## src/rtl/register_shft_seq.sv

```systemverilog
// Sequential universal shift register: load/clear/hold plus shift and rotate
// ops executed one bit per cycle under a start/busy/done handshake.
module register_shft_seq #(
    parameter int WIDTH = 8,
    parameter int AMT_W = 4
) (
    input  logic             clk,
    input  logic             reset,
    input  logic             start,
    input  logic [2:0]       op,
    input  logic [AMT_W-1:0] amt,
    input  logic             en,
    input  logic [WIDTH-1:0] p_in,
    input  logic             s_in_l,
    input  logic             s_in_r,
    output logic [WIDTH-1:0] out,
    output logic             s_out_l,
    output logic             s_out_r,
    output logic             busy,
    output logic             done
);

    localparam logic [2:0] OP_HOLD  = 3'b000;
    localparam logic [2:0] OP_LOAD  = 3'b001;
    localparam logic [2:0] OP_SHL   = 3'b010;
    localparam logic [2:0] OP_SHR   = 3'b011;
    localparam logic [2:0] OP_ROL   = 3'b100;
    localparam logic [2:0] OP_ROR   = 3'b101;
    localparam logic [2:0] OP_ASR   = 3'b110;
    localparam logic [2:0] OP_CLEAR = 3'b111;

    typedef enum logic [1:0] {
        S_IDLE = 2'b00,
        S_RUN  = 2'b01,
        S_DONE = 2'b10
    } state_t;

    state_t           state_q, state_d;
    logic [WIDTH-1:0] out_q, out_d;
    logic [AMT_W-1:0] rem_q, rem_d;
    logic [2:0]       op_q, op_d;
    logic             busy_q, busy_d;
    logic             done_q, done_d;
    logic             accept;

    function automatic logic [WIDTH-1:0] step_f(
        input logic [2:0]       o,
        input logic [WIDTH-1:0] v,
        input logic             sl,
        input logic             sr
    );
        logic [WIDTH-1:0] r;
        case (o)
            OP_SHL:  r = {v[WIDTH-2:0], sr};
            OP_SHR:  r = {sl, v[WIDTH-1:1]};
            OP_ROL:  r = {v[WIDTH-2:0], v[WIDTH-1]};
            OP_ROR:  r = {v[0], v[WIDTH-1:1]};
            OP_ASR:  r = {v[WIDTH-1], v[WIDTH-1:1]};
            default: r = v;
        endcase
        return r;
    endfunction

    assign accept = start && (state_q != S_RUN);

    always_comb begin
        state_d = state_q;
        out_d   = out_q;
        rem_d   = rem_q;
        op_d    = op_q;
        if (state_q == S_DONE) begin
            state_d = S_IDLE;
        end
        if (accept) begin
            op_d    = op;
            state_d = S_DONE;
            rem_d   = '0;
            case (op)
                OP_HOLD:  out_d = out_q;
                OP_LOAD:  out_d = p_in;
                OP_CLEAR: out_d = '0;
                default: begin
                    if (amt != '0) begin
                        out_d = step_f(op, out_q, s_in_l, s_in_r);
                    end
                    // first step happens on the accept edge itself
                    if (amt > AMT_W'(1)) begin
                        rem_d   = amt - AMT_W'(1);
                        state_d = S_RUN;
                    end
                end
            endcase
        end else if (state_q == S_RUN && en) begin
            out_d = step_f(op_q, out_q, s_in_l, s_in_r);
            rem_d = rem_q - AMT_W'(1);
            if (rem_q == AMT_W'(1)) begin
                state_d = S_DONE;
            end
        end
        busy_d = (state_d == S_RUN);
        done_d = (state_d == S_DONE);
    end

    always_ff @(posedge clk) begin
        if (reset) begin
            state_q <= S_IDLE;
            out_q   <= '0;
            rem_q   <= '0;
            op_q    <= OP_HOLD;
            busy_q  <= 1'b0;
            done_q  <= 1'b0;
        end else begin
            state_q <= state_d;
            out_q   <= out_d;
            rem_q   <= rem_d;
            op_q    <= op_d;
            busy_q  <= busy_d;
            done_q  <= done_d;
        end
    end

    assign out     = out_q;
    assign s_out_l = out_q[WIDTH-1];
    assign s_out_r = out_q[0];
    assign busy    = busy_q;
    assign done    = done_q;

endmodule

```

## config.mk

```make
export PLATFORM = sky130hd
export DESIGN_NAME = register_shft_seq
export DESIGN_NICKNAME = d
export VERILOG_FILES = /design/src/rtl/register_shft_seq.sv
export SDC_FILE = /design/constraint.sdc
export NUM_CORES = 1
export LEC_CHECK = 0
export CORE_MARGIN = 1
export CORE_UTILIZATION = 39
export CTS_BUF_LIST = sky130_fd_sc_hd__clkbuf_4
export DETAILED_ROUTE_END_ITERATION = 8
export GPL_ROUTABILITY_DRIVEN = 0
export MAX_ROUTING_LAYER = met4
export PLACE_DENSITY = 0.7
export REMOVE_ABC_BUFFERS = 1
export SETUP_SLACK_MARGIN = 0.5
export SLEW_MARGIN = 15
export SYNTH_ARGS = -nofsm -noshare
export SYNTH_HDL_FRONTEND = slang
export SYNTH_SLANG_ARGS = --single-unit
```

## constraint.sdc

```tcl
create_clock -name clk -period 2.95 [get_ports clk]
set_clock_uncertainty 0.15 [all_clocks]
set_input_delay 0.885 -clock clk [delete_from_list [all_inputs] [get_ports clk]]
set_output_delay 0.885 -clock clk [all_outputs]
set_load 0.01 [all_outputs]
```

==> reports/qor.yml <==
status:
  outcome: "complete, no violations"
floorplan:
  die_width_um: 66.1
  die_y_um: 66.1
  io_pins: 33
  dieArea_um2: 4370
  rows: 22
  start_util_pct: 42.2
  coreArea_um2: 3800
synthesis:
  synth_seq_cells: 19
  yosys-top-cells-area: "dfxtp_1, a21oi_1, nand2_1"
  ys.flop_type: "dfxtp_1"
  seq_area_frac_synth_pct: 23.7
  synth_top_area_cell: "dfxtp_1"
  postSynthCellCount: 213
  synth_cell_types: 48
  yosys_warnings: 0
  synth_area_um2: 1600
  synth_edf_count: 0
  synth-async-reset-ratio_pct: 0
  avgSynthCellArea_um2: 7.53
  yosysTopAreaCellShare_pct: 23.7
flow_run:
  drv_cap: 0
critical_path:
  r2r_end: "out[5]"
  path_class: "flip-flop to output port"
  critical_path.max_fanout: 7
  worst_path_max_delay_cell: "clkdlybuf4s50_1"
  path_buf_inv: 1
  end_kind: "output port"
  r2r_cells: 5
  critPathLaunchType: "flip-flop"
  r2r_setup_slack_ns: 0.89
  crit_path_cell_trace: "clkdlybuf4s50_1"
  slowest_delay_ns: 0.59
  cp.arrival_ns: 1.37
  r2r-start: "op_q[0]"
  cp.required_ns: 1.92
  cp_top_family: "buffers and inverters"
clocking:
  cts_buffers: 3
  clock_path_buffers: 2
  cts_tree: "done"
  cts_sinks: 19
  cts-root-buf: "clkbuf_4"
  clk-insertion-delay-late_ns: 0.30
  cts_max_level: 1
  cts.clk_slew.worst_paths_ns: 0.11
sta:
  setup_viol: 0
  slew_violations: 0
  post-route-period-util_pct: 81.5
  hold_viol: 0
  tns_ns: 0
  slew_headroom_pct: 57.7
  rsz0062_at_grt: "false"
  fin_crit_ns: 2.41
  fmax_ghz: 0.416
  worst_slew_pin_slew_ns: 0.634
final_layout:
  fillCellCount: 363
  syn_to_final_growth_pct: 30.0
  final_nets: 267
  num_antenna_cells: 0
  layout_commonest_cell: "nand2_1"
  layout_common_cells: "nand2_1, clkdlybuf4s50_1, a21oi_1"
  drive_gt1_share_pct: 16.6
  final_cells: 289
min_path:
  whs_endpoint: "state_q[1]"
  min_from: "state_q[0]"
  hold_class: "flip-flop to flip-flop"
  holdPathStages: 2
route:
  m1WireLength_mm: 2.11
  wl_met2_mm: 2.00
  top_layer: "met4"
  routed_wl_mm: 4.35
  wl_met3_um: 188
  viasPerCell: 5.85
  via_count: 1690
  postRouteAntennaNets: 0
  drt_first_pass_iters: 4
  drc: 0
  wl_per_cell_um: 15.1
  drt_iter0_markers: 156
global_route:
  grt_max_degree: 23
  grt-ovfl-total: 0
  grt_pass1_vias: 1538
  grt_util_all_layers_pct: 21.6
  grt_pass1_wl_mm: 7.04
  antenna_found_initial: 0
place:
  io_buffers: 32
  dp.cells: 283
  hpwlAfterDp_mm: 3.01
pwr:
  p_total_mw: 0.742
  powerDensity_nw_per_um2: 356
  power_frac_seq_pct: 42.7
  p_comb_share_pct: 37.9
  clockPowerShare_pct: 19.4
  ir_worst_vdd_mv: 0.107
  intPower_mw: 0.486
  power_switching_mw: 0.256
  switching_share_pct: 34.5
  p_leak_nw: 0.826
==> through the flow <==
step,hold WS [ns],util (%),instance area (um2),setup WS [ns]
2_1_floorplan,0.315,-,1510,0.565
3_3_place_gp,0.346,52.0,1980,0.0649
3_5_place_dp,0.353,52.0,1980,0.0297
4_1_cts,0.370,53.4,2030,0.512
5_1_grt,0.407,54.9,2090,0.507
6_report,0.380,54.9,2090,0.544
==> kinds of logic after synthesis <==
| group | synth area share [%] |
|---|---|
| AOI/OAI and AO/OA | 34.0 |
| buffers and inverters | 8.03 |
| muxes | 5.85 |
| and+or+nand+nor | 20.4 |
| adders and majority gates | 3.74 |
| DFF | 23.7 |
| xor gates and xnor gates | 4.29 |
==> metal layers <==
metal / GRT usage (%) / up-vias
li1: - / 835
met1: 30.0 / 800
met2: 32.7 / 50
met3: 1.21 / 5
met4: 8.24 / 0
met5: - / -
==> flip-flops by register name (all words and copies together) (netlist names) <==
| register | cells |
|---|---|
| done | 1 |
| op_q | 3 |
| busy | 1 |
| out | 8 |
| state_q | 2 |
| rem_q | 4 |
==> Yosys cell counts, types with 2 or more instances <==
library cell  count
nand2_1          28
nor2_1           13
nor3_1            4
a21o_1            4
nand3_1           5
o32ai_1           4
clkbuf_1         11
inv_1             9
buf_4             2
dfxtp_1          19
o2bb2ai_1         2
o21ai_0          10
ha_1              4
a211oi_1          4
a2bb2oi_1         2
and3b_1           2
mux2i_1           6
a32o_1            6
a21oi_1          22
nor3b_1           2
nand2b_1          2
o221ai_1          3
nor2b_1           8
a22o_1            2
buf_1             2
buf_2             4
o22ai_1           5
o311ai_0          2
xnor2_1           5
mux2_2            3
==> worst min-delay path, stage by stage (launching register included) <==
cell and delay [ns]:
dfxtp_1 0.36, nand2_1 0.07, a21oi_1 0.06
==> power by group through the flow <==
stage	registers [mW]	logic, mW	clock network [mW]
2_1_floorplan	0.317	0.145	0
3_3_place_gp	0.320	0.264	0
3_5_place_dp	0.320	0.268	0
4_1_cts	0.315	0.272	0.147
5_1_grt	0.322	0.310	0.156
6_report	0.317	0.281	0.144
==> how the worst max path moves through the flow <==
stage	startpoint	endpoint	depth (start not counted)
floorplan	amt[1]	out[5]	7
global placement	amt[1]	out[5]	8
CTS	amt[1]	rem_q[0]	10
global route	out[6]	out[6]	1
finish	out[6]	out[6]	1
detailed placement	amt[1]	out[5]	8
==> what timing repair did <==
item | 4_1_cts | 5_1_grt
pin swaps | 5 | 6
hold buffers | 0 | 0
gates cloned | 0 | 1
endpoints found under the setup margin | 14 | 18
setup buffers | 1 | 0
gates resized for setup | 11 | 13
==> area by class of cell <==
cell class,instances,area [um2],share of cell area [%]
sequential,19,388,18.6
inverter,9,33.8,1.62
timing repair buffer,44,455,21.8
multi-input combinational,165,1120,53.6
clock buffer,4,30.0,1.44
tap,48,60.1,2.88
Note: power is estimated with default switching activity, not from simulation.
